File: src/rtl/ai_accel_pkg.sv
// Shared constants and loader FSM encoding for the accelerator front end.
// Imported by the ifmap loader and reusable by the ofmap path.
package ai_accel_pkg;

    localparam int ARRAY_SIZE_DEF = 4;
    localparam int DATA_WIDTH_DEF = 8;

    typedef enum logic [1:0] {
        LD_IDLE  = 2'd0,
        LD_FILL  = 2'd1,
        LD_DRAIN = 2'd2,
        LD_DONE  = 2'd3
    } loader_state_e;

endpackage

File: src/rtl/vec_fifo.sv
// Synchronous first-word-fall-through FIFO; head_o shows the oldest entry.
// DEPTH must be a power of two so the pointers wrap naturally.
module vec_fifo #(
    parameter int WIDTH = 32,
    parameter int DEPTH = 8
) (
    input  logic                     clk,
    input  logic                     rst_n,
    input  logic                     push_i,
    input  logic                     pop_i,
    input  logic [WIDTH-1:0]         data_i,
    output logic [WIDTH-1:0]         head_o,
    output logic [$clog2(DEPTH):0]   level_o,
    output logic                     full_o,
    output logic                     empty_o
);

    localparam int AW = $clog2(DEPTH);
    localparam int LW = AW + 1;

    logic [WIDTH-1:0] mem_q [DEPTH];
    logic [AW-1:0]    wr_ptr_q;
    logic [AW-1:0]    rd_ptr_q;
    logic [LW-1:0]    level_q;

    always_ff @(posedge clk) begin
        if (!rst_n) begin
            wr_ptr_q <= '0;
            rd_ptr_q <= '0;
            level_q  <= '0;
        end else begin
            if (push_i) wr_ptr_q <= wr_ptr_q + AW'(1);
            if (pop_i)  rd_ptr_q <= rd_ptr_q + AW'(1);
            case ({push_i, pop_i})
                2'b10:   level_q <= level_q + LW'(1);
                2'b01:   level_q <= level_q - LW'(1);
                default: level_q <= level_q;
            endcase
        end
    end

    // Storage needs no reset: nothing is visible until level_q says so.
    always_ff @(posedge clk) begin
        if (push_i) mem_q[wr_ptr_q] <= data_i;
    end

    assign head_o  = mem_q[rd_ptr_q];
    assign level_o = level_q;
    assign full_o  = (level_q == LW'(DEPTH));
    assign empty_o = (level_q == '0);

endmodule

File: src/rtl/ifmap_loader.sv
// Packs host activation bytes into ARRAY_SIZE-lane vectors, buffers them, and
// feeds exactly layer_size vectors per layer to the systolic array.
module ifmap_loader
    import ai_accel_pkg::*;
#(
    parameter int ARRAY_SIZE = ARRAY_SIZE_DEF,
    parameter int DATA_WIDTH = DATA_WIDTH_DEF,
    parameter int FIFO_DEPTH = 8
) (
    input  logic                             clk,
    input  logic                             rst_n,
    input  logic                             start,
    input  logic [7:0]                       layer_size,
    input  logic [DATA_WIDTH-1:0]            in_byte,
    input  logic                             in_valid,
    output logic                             in_ready,
    input  logic                             flush,
    output logic [ARRAY_SIZE*DATA_WIDTH-1:0] ifmap_data,
    output logic                             ifmap_valid,
    input  logic                             ifmap_ready,
    output logic [$clog2(FIFO_DEPTH):0]      fifo_level,
    output logic                             busy,
    output logic                             done
);

    localparam int VEC_W  = ARRAY_SIZE * DATA_WIDTH;
    localparam int LANE_W = (ARRAY_SIZE > 1) ? $clog2(ARRAY_SIZE) : 1;

    loader_state_e state_q, state_d;
    logic [7:0]    target_q, target_d;
    logic [7:0]    packed_cnt_q, packed_cnt_d;
    logic [7:0]    sent_cnt_q, sent_cnt_d;
    logic [LANE_W-1:0] lane_idx_q, lane_idx_d;
    // The final lane is never stored: the completing byte goes straight into the push.
    logic [ARRAY_SIZE-2:0][DATA_WIDTH-1:0] lanes_q, lanes_d;

    logic [VEC_W-1:0] push_vec;
    logic [VEC_W-1:0] fifo_head;
    logic fifo_full, fifo_empty;
    logic accept, last_lane, flush_act, push, pop;

    assign in_ready    = (state_q == LD_FILL) && !fifo_full;
    assign accept      = in_valid && in_ready;
    assign last_lane   = (lane_idx_q == LANE_W'(ARRAY_SIZE - 1));
    assign flush_act   = (state_q == LD_FILL) && flush && (lane_idx_q != '0)
                         && !fifo_full && !(accept && last_lane);
    assign push        = (accept && last_lane) || flush_act;
    assign ifmap_valid = !fifo_empty && ((state_q == LD_FILL) || (state_q == LD_DRAIN));
    assign pop         = ifmap_valid && ifmap_ready;
    assign ifmap_data  = ifmap_valid ? fifo_head : '0;
    assign busy        = (state_q == LD_FILL) || (state_q == LD_DRAIN);
    assign done        = (state_q == LD_DONE);

    // Lanes below lane_idx hold earlier bytes, the current byte lands on top, the rest are zero.
    always_comb begin
        push_vec = '0;
        for (int l = 0; l < ARRAY_SIZE - 1; l++) begin
            if (l < int'(lane_idx_q)) push_vec[l*DATA_WIDTH +: DATA_WIDTH] = lanes_q[l];
        end
        if (accept) push_vec[int'(lane_idx_q)*DATA_WIDTH +: DATA_WIDTH] = in_byte;
    end

    always_comb begin
        lanes_d    = lanes_q;
        lane_idx_d = lane_idx_q;
        if (accept) begin
            if (!last_lane) lanes_d[lane_idx_q] = in_byte;
            lane_idx_d = lane_idx_q + LANE_W'(1);
        end
        if (push) lane_idx_d = '0;
    end

    always_comb begin
        state_d      = state_q;
        target_d     = target_q;
        packed_cnt_d = packed_cnt_q + 8'(push);
        sent_cnt_d   = sent_cnt_q + 8'(pop);
        case (state_q)
            LD_IDLE: begin
                if (start) begin
                    packed_cnt_d = '0;
                    sent_cnt_d   = '0;
                    if (layer_size == '0) begin
                        state_d = LD_DONE;
                    end else begin
                        target_d = layer_size;
                        state_d  = LD_FILL;
                    end
                end
            end
            LD_FILL: begin
                if (packed_cnt_d == target_q)
                    state_d = (sent_cnt_d == target_q) ? LD_DONE : LD_DRAIN;
            end
            LD_DRAIN: begin
                if (sent_cnt_d == target_q) state_d = LD_DONE;
            end
            LD_DONE:  state_d = LD_IDLE;
            default:  state_d = LD_IDLE;
        endcase
    end

    always_ff @(posedge clk) begin
        if (!rst_n) begin
            state_q      <= LD_IDLE;
            target_q     <= '0;
            packed_cnt_q <= '0;
            sent_cnt_q   <= '0;
            lane_idx_q   <= '0;
            lanes_q      <= '0;
        end else begin
            state_q      <= state_d;
            target_q     <= target_d;
            packed_cnt_q <= packed_cnt_d;
            sent_cnt_q   <= sent_cnt_d;
            lane_idx_q   <= lane_idx_d;
            lanes_q      <= lanes_d;
        end
    end

    vec_fifo #(
        .WIDTH (VEC_W),
        .DEPTH (FIFO_DEPTH)
    ) u_fifo (
        .clk     (clk),
        .rst_n   (rst_n),
        .push_i  (push),
        .pop_i   (pop),
        .data_i  (push_vec),
        .head_o  (fifo_head),
        .level_o (fifo_level),
        .full_o  (fifo_full),
        .empty_o (fifo_empty)
    );

endmodule

File: config.mk
export PLATFORM = sky130hd
export DESIGN_NAME = ifmap_loader
export DESIGN_NICKNAME = d
export VERILOG_FILES = /design/src/rtl/ai_accel_pkg.sv /design/src/rtl/vec_fifo.sv /design/src/rtl/ifmap_loader.sv
export SDC_FILE = /design/constraint.sdc
export NUM_CORES = 1
export LEC_CHECK = 0
export BUFFER_PORTS_ARGS = -buffer_cell sky130_fd_sc_hd__buf_2
export CORE_AREA = 5 5 220 222
export CTS_CLUSTER_SIZE = 10
export DETAILED_ROUTE_END_ITERATION = 6
export DIE_AREA = 0 0 225 227
export HOLD_SLACK_MARGIN = 0.06
export PLACE_DENSITY_LB_ADDON = 0.3
export SYNTH_ARGS = -nofsm -noshare
export SYNTH_HDL_FRONTEND = slang
export SYNTH_SLANG_ARGS = --single-unit
File: constraint.sdc
create_clock -name clk -period 5.34 [get_ports clk]
set_input_delay 0 -clock clk [delete_from_list [all_inputs] [get_ports clk]]
set_output_delay 0 -clock clk [all_outputs]
set_load 0.01 [all_outputs]
==> results by group <==
Synth
  • Share of the synthesized area in the top cell type: 58.0%
  • Synth Net Count: 840
  • Number of unique standard cell types used by synthesis: 52
  • Number of synthesized flops with an enable pin: around 260
  • Post-synthesis cell type with the largest combined area: sky130_fd_sc_hd__edfxtp_1
  • Main synth FF type: sky130_fd_sc_hd__edfxtp_1
  • Register bit count reported by yosys: approximately 320
  • Synth Instances: approximately 800
  • Warnings, synthesis: 0
  • Post-synthesis sequential area ratio: 67.8%
  • Main area contributors after synthesis: sky130_fd_sc_hd__edfxtp_1 (58%), sky130_fd_sc_hd__mux4_2 (11%), sky130_fd_sc_hd__dfxtp_1 (9.8%)
  • Avg Cell Area, Syn: between 15 and 20 um^2
  • Post-Synthesis Cell Area: 13,200 um^2
  • Synth async-reset ratio: 0%

STA
  • Sum of negative setup slack: 0 ps
  • Unrepaired setup endpoints after global routing: false
  • Minimum clock period after layout: ~3700 ps
  • Worst-margin pin slew: 862 ps
  • Number of setup violations in the final report: 0
  • Max frequency: 0.274 GHz
  • Hold Violations, Final: 0
  • Clock Skew: about 16 ps
  • Max Transition Viols Final: 0
  • Final WS setup: 1690 ps
  • Slew Limit Headroom: a little over two fifths
  • Part of the cycle the worst path needs: 68.4%
  • Worst hold-check slack: between 200 and 250 ps

Critical path
  • Critical path class: reg2reg
  • Kind of end point of the critical path: flop
  • Data required time at the worst endpoint: 5760 ps
  • CP dominant cell by count: sky130_fd_sc_hd__ha_1
  • Critical-path top delay cell: sky130_fd_sc_hd__o41ai_2
  • Crit path launch type: flop
  • Chain of cells forming the critical path: inv_1 > ha_1 > o21ai_4 > buf_4 > inv_2 > nand2_1 > inv_2 > ha_1 > ha_1 > xnor2_1 > xor2_1 > o211ai_1 > o41ai_2 > a31oi_1 > a311oi_1
  • Highest net fanout along the worst path: 33
  • Critical path data arrival time: between 4000 and 5000 ps
  • Largest stage delay, worst path: ~450 ps

Place
  • Placed cell area: between 10,000 and 15,000 um^2
  • Placer Congestion: ~0.8
  • Placed wire-length estimate: ~18,000 um
  • Count of input and output buffers: 61
  • Place WS: about 1700 ps

Global route
  • Final global-route overflow total: 0
  • Pin count of the biggest net entering global routing: 40
  • Global-route wire length before repair: between 40,000 and 50,000 um
  • Total routing resource utilization after global routing: between 10% and 20%
  • Via count of the first global-routing pass: 7,471
  • Antenna violations before repair: 0

Clocking
  • Buffer cell driving the clock tree root: sky130_fd_sc_hd__clkbuf_16
  • Worst skew pair latency: around 520 ps
  • Clock-pin transition on the worst setup and hold timing paths: approximately 60 ps
  • Clock tree from TritonCTS: built
  • CTS Buffer Depth: 3
  • Buffer count from post-CTS setup fixing: 0
  • Post-cts hold buffer count: 26
  • TritonCTS Buffers: 38
  • Sinks on the clock net: around 320
  • Number of gates given a new drive strength after cts: 0
  • Max H-tree Level: 2

Final layout
  • Filler cell count in the final layout: approximately 4,400
  • Most common cell after layout, fill and taps aside: sky130_fd_sc_hd__edfxtp_1
  • Leading cell types in the layout, fill and taps excluded: sky130_fd_sc_hd__edfxtp_1 (256), sky130_fd_sc_hd__nor2_1 (93), sky130_fd_sc_hd__mux4_2 (64)
  • Final design utilization: between 30% and 40%
  • Non-Filler Cell Area, Final: between 15,000 and 20,000 um^2
  • Number of antenna repair diodes: 0
  • Post-synthesis to final-layout area growth: 18.8%
  • Final nets: roughly 950
  • Fraction of final layout cells sized beyond drive strength 1: 23.2%

Detailed routing
  • Initial DRC Count: approximately 480
  • Post-detailed-routing wire length: 29,800 um
  • First-pass detailed-route iteration total: 5
  • Routed Antenna Nets: 0
  • Count of unresolved DRC violations after routing: 0
  • Vias post-DR: 7,139
  • Avg Vias per Cell: approximately 4.6
  • Avg WL per Cell: 19.3 um

Floorplanning
  • Die width: 225 um
  • Die height: 227 um
  • Cell row count: just under 80
  • Initial standard-cell utilization of the core: between 20% and 30%
  • Core region area: 46,200 um^2
  • Die Footprint: between 50,000 and 60,000 um^2
  • # IOs: between 60 and 70

Worst hold path
  • Min-Delay Path Class: in2reg

Pwr
  • Lkg Pwr: between 5 and 6 nW
  • Clock power frac: between 40% and 50%
  • Net Sw Frac: 22.8%
  • Reported net switching power: about 1.3 mW
  • Gate power share: under 10%
  • Maximum resistive drop on vdd: around 0.00021 V
  • Power per cell area: ~360 nW/um^2
  • Cell internal pwr: around 4.3 mW
  • Power share of the sequential group: 49.4%

Flow run
  • Max-capacitance violation count: 0

Run status
  • Status: finished, final reports clean
## state kept, by name, summed over array words and instances (netlist names), named ones only
signal	flops
u_fifo.level_o	4
u_fifo.wr_ptr_q	3
state_q	2
lanes_q	24
sent_cnt_q	8
lane_idx_q	2
packed_cnt_q	8
u_fifo.rd_ptr_q	3
u_fifo.mem_q	256
target_q	8
## cell usage after synthesis (2+ instances only)
master and instances:
sky130_fd_sc_hd__ha_1 20, sky130_fd_sc_hd__xnor3_1 4, sky130_fd_sc_hd__nor4b_1 2, sky130_fd_sc_hd__and2_1 10
sky130_fd_sc_hd__mux4_2 64, sky130_fd_sc_hd__and3_1 5, sky130_fd_sc_hd__xor2_1 17, sky130_fd_sc_hd__nand4_1 4
sky130_fd_sc_hd__o21ai_1 10, sky130_fd_sc_hd__a21oi_1 11, sky130_fd_sc_hd__nand2_1 22, sky130_fd_sc_hd__buf_6 3
sky130_fd_sc_hd__or3_1 4, sky130_fd_sc_hd__xnor2_1 15, sky130_fd_sc_hd__and4_1 2, sky130_fd_sc_hd__nor3b_1 4
sky130_fd_sc_hd__inv_2 5, sky130_fd_sc_hd__nor2_1 94, sky130_fd_sc_hd__nand2b_1 2, sky130_fd_sc_hd__buf_4 2
sky130_fd_sc_hd__inv_1 11, sky130_fd_sc_hd__o21a_1 2, sky130_fd_sc_hd__nor3_1 3, sky130_fd_sc_hd__nand3_1 17
sky130_fd_sc_hd__a31oi_1 4, sky130_fd_sc_hd__a311oi_1 2, sky130_fd_sc_hd__clkbuf_1 18, sky130_fd_sc_hd__nand3b_2 2
sky130_fd_sc_hd__dfxtp_1 65, sky130_fd_sc_hd__buf_2 15, sky130_fd_sc_hd__mux2i_1 63, sky130_fd_sc_hd__edfxtp_1 256
sky130_fd_sc_hd__nor4_1 5, sky130_fd_sc_hd__a22o_1 16
## worst paths after layout
path,startpoint,end,slack (ps),depth (start not counted)
worst max-delay path,state_q[0],state_q[1],1690,15
worst min register to register,u_fifo.rd_ptr_q[1],flop,480,2
worst min-delay path,flush,u_fifo.wr_ptr_q[1],240,5
worst max register to register,state_q[0],state_q[1],1690,15
## per-stage QoR
stage                     power [mW]  std cells
after floorplan                 3.14        797
after global placement          3.28       1445
after detailed placement        3.28       1445
after CTS                       5.70       1541
after global routing            5.87       1541
final                           5.63       1541
## metal layers
metal	routed length (um)	up-vias	track usage [%]
li1	-	3290	-
met1	13600	3663	16.2
met2	14200	147	19.0
met3	1410	39	2.50
met4	559	0	2.83
met5	0	-	0
## cell type report
type                    count  area [um^2]  area share (%)
clock inverters             3         37.5           0.239
repair buffers            105          701            4.45
inverters                  16         60.1           0.382
clock buffers              67         1110            7.07
multi-input cells         422         4070            25.9
well taps                 607          759            4.83
flip-flops and latches    321         8990            57.2
## worst max-delay path, delay by kind of cell, from the launching register on
| family | cells | cell delay, ps |
|---|---|---|
| buffers and inverters | 4 | 700 |
| XOR/XNOR | 2 | 400 |
| flip-flops | 1 | 410 |
| AO/OA/AOI/OAI | 5 | 1070 |
| AND/OR/NAND/NOR | 1 | 150 |
| adder cells (fa/ha/maj) | 3 | 820 |
## logic make-up (layout without fill, tap and decap cells)
family,Yosys count,in the layout,share of synthesized area (%)
DFF,321,321,67.8
and+or+nand+nor,182,182,6.54
muxes,127,127,15.6
AOI/OAI and AO/OA,55,55,3.07
buffers and inverters,54,191,1.90
xor gates and xnor gates,37,37,2.97
adders and majority gates,21,21,2.04
## power by group through the flow
stage | combinational, mW | sequential, mW | clock (mW)
6_report | 0.468 | 2.78 | 2.38
5_1_grt | 0.517 | 2.79 | 2.57
4_1_cts | 0.473 | 2.78 | 2.45
3_5_place_dp | 0.450 | 2.83 | 0
3_3_place_gp | 0.449 | 2.83 | 0
2_1_floorplan | 0.326 | 2.82 | 0
Note: power is estimated with default switching activity, not from simulation.
